===== src/rtl/pipelined_functional_unit.sv =====
`default_nettype none
// ============================================================================
// Module      : pipelined_functional_unit
// Description : Fully pipelined integer ALU functional unit. Ops are accepted
//               one per cycle, computed over a LATENCY-stage pipe and
//               collected in an in-order output buffer that drains to either
//               the wakeup bus or the LSQ address bus. Buffer space is
//               reserved at issue (credit), so the pipe never stalls.
//               Optional feature macro: FU_ILLEGAL_OP_EN (adds illegal_op).
// Revision    : 1.0 - initial release
// ============================================================================
module pipelined_functional_unit #(
  parameter int XLEN      = 32,
  parameter int TAG_W     = 6,
  parameter int ROB_W     = 6,
  parameter int LATENCY   = 2,
  parameter int OUT_DEPTH = 4
) (
  input  logic             clk,
  input  logic             reset,
  input  logic             flush,
  input  logic             issue_valid,
  output logic             issue_ready,
  input  logic [3:0]       alu_control,
  input  logic             alu_src,
  input  logic             is_for_lsq,
  input  logic [XLEN-1:0]  imm,
  input  logic [XLEN-1:0]  rs1_value,
  input  logic [XLEN-1:0]  rs2_value,
  input  logic [TAG_W-1:0] tag,
  input  logic [ROB_W-1:0] rob_index,
  output logic             wb_valid,
  input  logic             wb_ready,
  output logic [TAG_W-1:0] wb_tag,
  output logic [ROB_W-1:0] wb_rob_index,
  output logic [XLEN-1:0]  wb_value,
  output logic             lsq_valid,
  input  logic             lsq_ready,
  output logic [ROB_W-1:0] lsq_rob_index,
  output logic [XLEN-1:0]  lsq_value
`ifdef FU_ILLEGAL_OP_EN
  ,
  output logic             illegal_op
`endif
);

  localparam int c_SH_W  = $clog2(XLEN);
  localparam int c_PTR_W = (OUT_DEPTH > 1) ? $clog2(OUT_DEPTH) : 1;
  localparam int c_CNT_W = $clog2(OUT_DEPTH + 1);
  localparam logic [c_CNT_W-1:0] c_DEPTH = c_CNT_W'(OUT_DEPTH);
  localparam logic [c_PTR_W-1:0] c_LAST  = c_PTR_W'(OUT_DEPTH - 1);

  localparam logic [3:0] c_OP_NONE0 = 4'b0000;
  localparam logic [3:0] c_OP_OR    = 4'b0001;
  localparam logic [3:0] c_OP_ADD   = 4'b0010;
  localparam logic [3:0] c_OP_XOR   = 4'b0011;
  localparam logic [3:0] c_OP_SUB   = 4'b0100;
  localparam logic [3:0] c_OP_AND   = 4'b0101;
  localparam logic [3:0] c_OP_SLL   = 4'b0110;
  localparam logic [3:0] c_OP_SRL   = 4'b0111;
  localparam logic [3:0] c_OP_SRA   = 4'b1011;
  localparam logic [3:0] c_OP_SLT   = 4'b1100;
  localparam logic [3:0] c_OP_SLTU  = 4'b1101;
  localparam logic [3:0] c_OP_LUI   = 4'b1110;
  localparam logic [3:0] c_OP_NONE1 = 4'b1111;

  typedef struct packed {
    logic             lsq;
    logic [ROB_W-1:0] rob;
    logic [TAG_W-1:0] tag;
    logic [XLEN-1:0]  value;
  } entry_t;

  localparam entry_t c_RESET_ENTRY = '{lsq: 1'b0, rob: '1, tag: '0, value: '1};

  logic [XLEN-1:0]    w_rhs;
  logic [c_SH_W-1:0]  w_shamt;
  logic [XLEN-1:0]    w_result;
  logic               w_accept;
  logic               w_write;
  logic               w_pop;
  entry_t             w_new_entry;
  entry_t             w_head;
  logic               w_head_valid;

  entry_t             r_pipe [LATENCY];
  logic [LATENCY-1:0] r_pipe_valid;
  entry_t             r_buf [OUT_DEPTH];
  logic [c_PTR_W-1:0] r_rd_ptr;
  logic [c_PTR_W-1:0] r_wr_ptr;
  logic [c_CNT_W-1:0] r_count;
  logic [c_CNT_W-1:0] r_occ;

`ifdef FU_ILLEGAL_OP_EN
  logic               w_illegal;
`endif

  function automatic logic [c_PTR_W-1:0] ptr_inc(input logic [c_PTR_W-1:0] p);
    return (p == c_LAST) ? '0 : p + 1'b1;
  endfunction

  // Credit check depends on registered occupancy only, never on a same-cycle pop.
  assign issue_ready = (r_occ < c_DEPTH);
  assign w_accept    = issue_valid && issue_ready && !flush;

  // ALU: operand select and opcode decode; unknown opcodes yield all-ones.
  always_comb begin
    w_rhs    = alu_src ? imm : rs2_value;
    w_shamt  = w_rhs[c_SH_W-1:0];
    w_result = '1;
`ifdef FU_ILLEGAL_OP_EN
    w_illegal = 1'b0;
`endif
    case (alu_control)
      c_OP_OR:   w_result = rs1_value | w_rhs;
      c_OP_ADD:  w_result = rs1_value + w_rhs;
      c_OP_XOR:  w_result = rs1_value ^ w_rhs;
      c_OP_SUB:  w_result = rs1_value - w_rhs;
      c_OP_AND:  w_result = rs1_value & w_rhs;
      c_OP_SLL:  w_result = rs1_value << w_shamt;
      c_OP_SRL:  w_result = rs1_value >> w_shamt;
      c_OP_SRA:  w_result = $unsigned($signed(rs1_value) >>> w_shamt);
      c_OP_SLT:  w_result = {{(XLEN-1){1'b0}}, ($signed(rs1_value) < $signed(w_rhs))};
      c_OP_SLTU: w_result = {{(XLEN-1){1'b0}}, (rs1_value < w_rhs)};
      c_OP_LUI:  w_result = w_rhs;
      c_OP_NONE0, c_OP_NONE1: w_result = '1;
      default: begin
        w_result = '1;
`ifdef FU_ILLEGAL_OP_EN
        w_illegal = 1'b1;
`endif
      end
    endcase
  end

  assign w_new_entry = '{lsq: is_for_lsq, rob: rob_index, tag: tag, value: w_result};

  // Fixed-latency result pipe; flush kills every stage, data is left in place.
  always_ff @(posedge clk or posedge reset) begin
    if (reset) begin
      r_pipe_valid <= '0;
      for (int i = 0; i < LATENCY; i++) r_pipe[i] <= c_RESET_ENTRY;
    end else begin
      r_pipe_valid[0] <= w_accept;
      if (w_accept) r_pipe[0] <= w_new_entry;
      for (int i = 1; i < LATENCY; i++) begin
        r_pipe_valid[i] <= r_pipe_valid[i-1] && !flush;
        r_pipe[i]       <= r_pipe[i-1];
      end
    end
  end

  assign w_write      = r_pipe_valid[LATENCY-1] && !flush;
  assign w_head       = r_buf[r_rd_ptr];
  assign w_head_valid = (r_count != '0);

  assign wb_valid      = w_head_valid && !w_head.lsq;
  assign lsq_valid     = w_head_valid &&  w_head.lsq;
  assign wb_tag        = w_head.tag;
  assign wb_rob_index  = w_head.rob;
  assign wb_value      = w_head.value;
  assign lsq_rob_index = w_head.rob;
  assign lsq_value     = w_head.value;
  assign w_pop         = (wb_valid && wb_ready) || (lsq_valid && lsq_ready);

  // In-order output FIFO; only the head is presented to either bus.
  always_ff @(posedge clk or posedge reset) begin
    if (reset) begin
      r_rd_ptr <= '0;
      r_wr_ptr <= '0;
      r_count  <= '0;
      for (int i = 0; i < OUT_DEPTH; i++) r_buf[i] <= c_RESET_ENTRY;
    end else if (flush) begin
      r_rd_ptr <= '0;
      r_wr_ptr <= '0;
      r_count  <= '0;
    end else begin
      if (w_write) begin
        r_buf[r_wr_ptr] <= r_pipe[LATENCY-1];
        r_wr_ptr        <= ptr_inc(r_wr_ptr);
      end
      if (w_pop) r_rd_ptr <= ptr_inc(r_rd_ptr);
      case ({w_write, w_pop})
        2'b10:   r_count <= r_count + 1'b1;
        2'b01:   r_count <= r_count - 1'b1;
        default: r_count <= r_count;
      endcase
    end
  end

  // Occupancy counts every op from accept until its pop (pipe plus buffer).
  always_ff @(posedge clk or posedge reset) begin
    if (reset) begin
      r_occ <= '0;
    end else if (flush) begin
      r_occ <= '0;
    end else begin
      case ({w_accept, w_pop})
        2'b10:   r_occ <= r_occ + 1'b1;
        2'b01:   r_occ <= r_occ - 1'b1;
        default: r_occ <= r_occ;
      endcase
    end
  end

`ifdef FU_ILLEGAL_OP_EN
  // Sticky illegal-opcode flag, cleared only by reset.
  always_ff @(posedge clk or posedge reset) begin
    if (reset) illegal_op <= 1'b0;
    else if (w_accept && w_illegal) illegal_op <= 1'b1;
  end

`ifndef SYNTHESIS
  // Report each accepted illegal opcode in simulation.
  always_ff @(posedge clk) begin
    if (!reset && w_accept && w_illegal) $error("illegal opcode %b accepted", alu_control);
  end
`endif
`endif

`ifndef SYNTHESIS
  // Credit scheme must make buffer overflow impossible.
  always_ff @(posedge clk) begin
    if (!reset && !flush) begin
      assert (!(w_write && !w_pop && r_count == c_DEPTH))
        else $error("output buffer overflow");
    end
  end
`endif

endmodule
`default_nettype wire


===== config.mk =====
export PLATFORM = sky130hd
export DESIGN_NAME = pipelined_functional_unit
export DESIGN_NICKNAME = d
export VERILOG_FILES = /design/src/rtl/pipelined_functional_unit.sv
export SDC_FILE = /design/constraint.sdc
export NUM_CORES = 1
export LEC_CHECK = 0
export ABC_CLOCK_PERIOD_IN_PS = 9300
export BUFFER_PORTS_ARGS = -buffer_cell sky130_fd_sc_hd__buf_4
export CORE_MARGIN = 5
export CORE_UTILIZATION = 40
export CTS_CLUSTER_DIAMETER = 200
export DETAILED_ROUTE_END_ITERATION = 8
export MAX_ROUTING_LAYER = met4
export PLACE_DENSITY = 0.57
export SYNTH_ARGS = -nofsm -noshare
export SYNTH_HDL_FRONTEND = slang
export SYNTH_SLANG_ARGS = --single-unit

===== constraint.sdc =====
create_clock -name clk -period 9.3 [get_ports clk]
set_clock_uncertainty 0.2 [all_clocks]
set_input_delay 1.395 -clock clk [delete_from_list [all_inputs] [get_ports clk]]
set_output_delay 1.395 -clock clk [all_outputs]
set_load 0.03 [all_outputs]

== After elaboration in Yosys (flattened, before gate mapping) ==
Index checks and enable logic that the tools add are counted.

* Shift-type cells: 3
* Muxes and demuxes: 18
* Equality and inequality tests: 17
* Add/sub/neg operators: 8
* Multiply operators: 0
* Reduce and logical (&&, ||, !) cells: 18
* Order comparisons: 6
* Bitwise operators: 6
* Divide/modulo/power cells: 0

{| class="wikitable"
|+ Operators with widths
! cell !! count
|-
| case mux 32 bit (11 select lines) || 1
|-
| bitwise mux 180 bit || 1
|-
| two-way mux 45 bit || 3
|-
| binary-select mux 45 bit (select 2 bit) || 1
|-
| demux 45 bit (select 2 bit) || 1
|-
| < comparator 32 bit || 2
|-
| adder 32 bit || 1
|-
| bitwise AND 32 bit || 1
|-
| two-way mux 32 bit || 1
|-
| bitwise OR 32 bit || 1
|-
| left shift 32 x 5 -> 32 bit || 1
|-
| >> shifter 32 x 5 -> 32 bit || 1
|-
| >>> shifter 32 x 5 -> 32 bit || 1
|-
| subtractor 32 bit || 1
|-
| XOR 32 bit || 1
|-
| == test 4 x 3 -> 1 bit (second input constant) || 4
|-
| == test 4 bit (second input constant) || 4
|-
| two-way mux 2 bit || 6
|-
| case mux 3 bit (2 select lines) || 2
|-
| logical AND 1 bit || 9
|-
| nonzero test 3 bit || 3
|-
| == test 2 bit (second input constant) || 4
|-
| == test 4 x 2 -> 1 bit (second input constant) || 2
|-
| adder 3 x 1 -> 3 bit (second input constant) || 2
|-
| other kinds (14) || 22
|}

* Output and inout bits: 85
* Word-level logic and storage cells: 105
* Register bits after elaboration: 282
* Bits in writable memories: 0
* Memories: 0
* Latch bits: 0
* Bits in read-only memories: 0

== Longest topological paths before layout ==
* Depth in word-level cells: 11
* Mapped depth: 16
* Mapped depth without buffers: 13

== Worst setup path after synthesis ==
No wires, ideal clock.

* Path kind: input to register
* Start: input alu_src
* End: register r_pipe[72] (netlist bit)
* Data required time: 9.023 ns
* Data arrival time: 4.963 ns
* Setup slack: 4.059 ns
* Cell stages on the path: 16
* Cell sequence: buf_6 -> buf_2 -> mux2i_1 -> clkbuf_1 -> clkbuf_1 -> clkbuf_1 -> ha_1 -> buf_2 -> o211ai_1 -> o21ai_0 -> o211ai_1 -> a211oi_1 -> nor3_1 -> or3_1 -> a32o_1 -> a31oi_1

* Longest elaborated chain between the ends: 3
* Elaborated cells between the ends (all ways): 10
* Those cells by class: add/sub (2); shift (3); mux (2); bitwise (3)

{| class="wikitable"
|+ RTL lines
! element !! line !! source
|-
| start, declared || 25 || <nowiki>input logic alu_src,</nowiki>
|-
| two-way mux 32 bit * || 108 || <nowiki>w_rhs = alu_src ? imm : rs2_value;</nowiki>
|-
| subtractor 32 bit (tied with other cells) || 118 || <nowiki>c_OP_SUB: w_result = rs1_value - w_rhs;</nowiki>
|-
| case mux 32 bit (11 select lines) * || 114 || <nowiki>case (alu_control)</nowiki>
|-
| end signal, assigned by index || 148 || <nowiki>r_pipe[i] <= r_pipe[i-1];</nowiki>
|-
| end, declared || 86 || <nowiki>entry_t r_pipe [LATENCY];</nowiki>
|}

Mark *: on every way between the ends. The rest lies on a longest branch, timed or not.
A chain may end at the register's enable or synchronous reset.

== Worst setup path in the final report ==
* Start: input alu_src
* End: register r_pipe[73] (netlist bit)

The elaborated chain is that of the path after synthesis.

==> impl_metrics.json <==
{
  "slowest_stage": "buf_4",
  "coreArea_sq_um": 52900,
  "mostFrequentLayoutCell": "buf_4",
  "holdCritPathClass": "reg -> reg",
  "rsz0062_at_grt": "false",
  "drv_cap": 0,
  "htree_levels": 1,
  "place_ws_ns": 2.79,
  "reg2regPathDepth": 7,
  "ir_drop_uv": 172,
  "status": "complete, no violations",
  "cts_buffers": 30,
  "crit_required_ns": 9.59,
  "chipWidth_um": 241,
  "crit_path_frequent_cell": "buf_4",
  "gp_congestion": 1.00,
  "min_from": "r_pipe[62]$_DFFE_PP1P_",
  "fin_setup_tns_ns": 0,
  "max_stage_delay_ns": 0.57,
  "drtIter0Drc": 1811,
  "crit_path_cell_trace": "buf_4, mux2i_4, buf_4, inv_2, buf_4, ha_1, fa_1, a211o_1, a21o_1, a41oi_1, o21ai_0, a21o_1, a31o_2, a2111oi_1, a31oi_1",
  "synth_edf_count": 0,
  "critical_path_arrival_ns": 6.27,
  "yosysWarningCount": 0,
  "seqPwrFrac_pct": 34.1,
  "syn_nets": 2346,
  "clock_path_buffers": 3,
  "numPortBuffers": 204,
  "cellPowerDensity_nw_per_um2": 240,
  "fin_nets": 2435,
  "grt_overflow": 0,
  "clock.fmax_mhz": 167,
  "dr.pass1.iters": 5,
  "synthCells": 2114,
  "viasPerCell": 6.25,
  "cp_max_fo": 45,
  "synth_area_sq_um": 21400,
  "cts_resized": 0,
  "ios": 205,
  "final_cell_mix": "243 x buf_4, 228 x dfstp_2, 221 x mux2_2",
  "p_sw_uw": 2340,
  "synth_seq_cells": 282,
  "clkPwrFrac_pct": 20.5,
  "grt_usage_pct": 27.9,
  "drtAntennaViolNets": 0,
  "vias": 18225,
  "synth.area.top_cells": "dfstp_2 28%, mux2_2 12%, mux4_2 7.1%, dfrtp_1 6.3%, ha_1 6.3%",
  "maxSlewHeadroom_pct": 25.8,
  "grt_pass1_wl_mm": 121,
  "reg2reg_from": "r_rd_ptr[0]$_DFFE_PP0P_",
  "drive_gt1_share_pct": 38.4,
  "synthFlopType": "dfstp_2",
  "leakagePower_uw": 0.0103,
  "crit_start": "alu_src",
  "drc": 0,
  "syn_to_final_growth_pct": 13.4,
  "r2r_end": "r_occ[1]$_DFFE_PP0P_",
  "wl_mm": 80.9,
  "critical_path_class": "in -> reg",
  "final_max_slew_viol_count": 0,
  "grt_max_degree": 194,
  "postCtsHoldBufs": 0,
  "row_count": 84,
  "synth-seq-area-share_pct": 34.3,
  "final_core_util_pct": 46.0,
  "dieHeight_um": 241,
  "min_period_ns": 5.99,
  "p_total_uw": 5830,
  "synth_top_area_share_pct": 27.9,
  "syn_area_per_cell_sq_um": 10.1,
  "synth_area_leader_cell": "dfstp_2",
  "tritoncts": "done",
  "combPwrFrac_pct": 45.4,
  "start_util_pct": 40.5,
  "p_int_uw": 3490,
  "setup_viol": 0,
  "r2r_setup_slack_ns": 5.87,
  "min_period_over_period_pct": 64.4,
  "finalHoldViolations": 0,
  "fin_ws_ns": 3.31,
  "clk_pin_slew_ns": 0.06,
  "cts_setup_buffers": 0,
  "place_hpwl_mm": 59.7,
  "cp-end-kind": "flip-flop",
  "grt_pass1_vias": 18139,
  "whs_endpoint": "r_pipe[17]$_DFF_PP1_",
  "synth_cell_type_count": 86,
  "tightest_slew_ns": 1.11,
  "clock_latency_ns": 0.59,
  "p_sw_share_pct": 40.1,
  "dieArea_sq_um": 58300,
  "cts-root-buf": "clkbuf_16",
  "n_antenna_cell": 0,
  "numClockSinks": 282,
  "wl_per_cell_um": 27.7,
  "holdPathStages": 0,
  "async_reset_ff_share_pct": 100,
  "antenna_found_initial": 0,
  "start_kind": "primary input"
}
[per-stage QoR]
step,std cells,hold WS [ns],instance area (sq um)
6_report,2915,0.159,24300
3_5_place_dp,2859,0.156,23300
5_1_grt,2915,0.161,24300
4_1_cts,2915,0.160,24300
3_3_place_gp,2859,0.154,23300
2_1_floorplan,2114,0.150,21400
[metal layers]
metal / global-route usage [%] / vias to the layer above / part of all wire (%)
li1: - / 8060 / -
met1: 39.3 / 9253 / 45
met2: 42.8 / 781 / 45
met3: 3.19 / 131 / 6.5
met4: 8.14 / 0 / 3.6
met5: - / - / 0
[power groups by stage]
| stage | Sequential (uW) | Clock, uW | Combinational [uW] |
|---|---|---|---|
| 2_1_floorplan | 1890 | 0 | 1950 |
| 3_3_place_gp | 1980 | 0 | 2630 |
| 3_5_place_dp | 2010 | 0 | 2650 |
| 4_1_cts | 1990 | 1230 | 2660 |
| 5_1_grt | 2030 | 1280 | 2810 |
| 6_report | 1990 | 1190 | 2650 |
[how the worst max path moves through the flow]
stage / slack, ns / endpoint
2_1_floorplan: 0.30 / r_buf[122]$_DFFE_PP0P_
3_3_place_gp: 2.89 / r_pipe[73]$_DFFE_PP1P_
3_5_place_dp: 2.79 / r_pipe[73]$_DFFE_PP1P_
4_1_cts: 3.41 / r_pipe[73]$_DFFE_PP1P_
5_1_grt: 3.10 / r_pipe[73]$_DFFE_PP1P_
6_report: 3.31 / r_pipe[73]$_DFFE_PP1P_
[final cells by class]
type                            count  area, sq um
Clock buffer                       43          870
Clock inverter                     13          125
Fill cell                        4936        28500
Inverter                          107          409
Multi-Input combinational cell   1538        12900
Sequential cell                   282         7350
Tap cell                          688          861
Timing Repair Buffer              244         1840
[critical path: cells and delay by family]
family                   cells  cell delay [ns]
AO/OA/AOI/OAI                8             2.17
buffers and inverters        4             1.48
multiplexers                 1             0.32
adder cells (fa/ha/maj)      2             0.81
[state kept, by name (all words and copies together) (netlist names)]
register	flops
r_pipe_valid	2
r_wr_ptr	2
r_count	3
r_rd_ptr	2
r_buf	180
r_occ	3
r_pipe	90
[cell families after synthesis]
logic type      after synthesis  share of synthesized area (%)
mux                         427                           25.6
simple gates                441                           9.50
fa+ha+maj                   113                           6.72
compound gates              544                           17.3
buf+inv                     294                           6.10
xor+xnor                     13                          0.531
flops                       282                           34.3
[cell usage after synthesis (20+ instances only)]
master and instances:
o22ai_1 23, a21oi_1 123, nand3_1 29, mux2i_1 132
dfstp_2 228, mux4_2 68, inv_1 100, buf_1 25
a22oi_1 26, mux2_2 221, nor2_1 145, nor3_1 44
o21ai_0 92, a31oi_1 40, dfrtp_1 54, nand2_1 119
o211ai_1 22, o2111ai_1 20, clkbuf_1 97, ha_1 108
buf_4 44
Note: power is estimated with default switching activity, not from simulation.
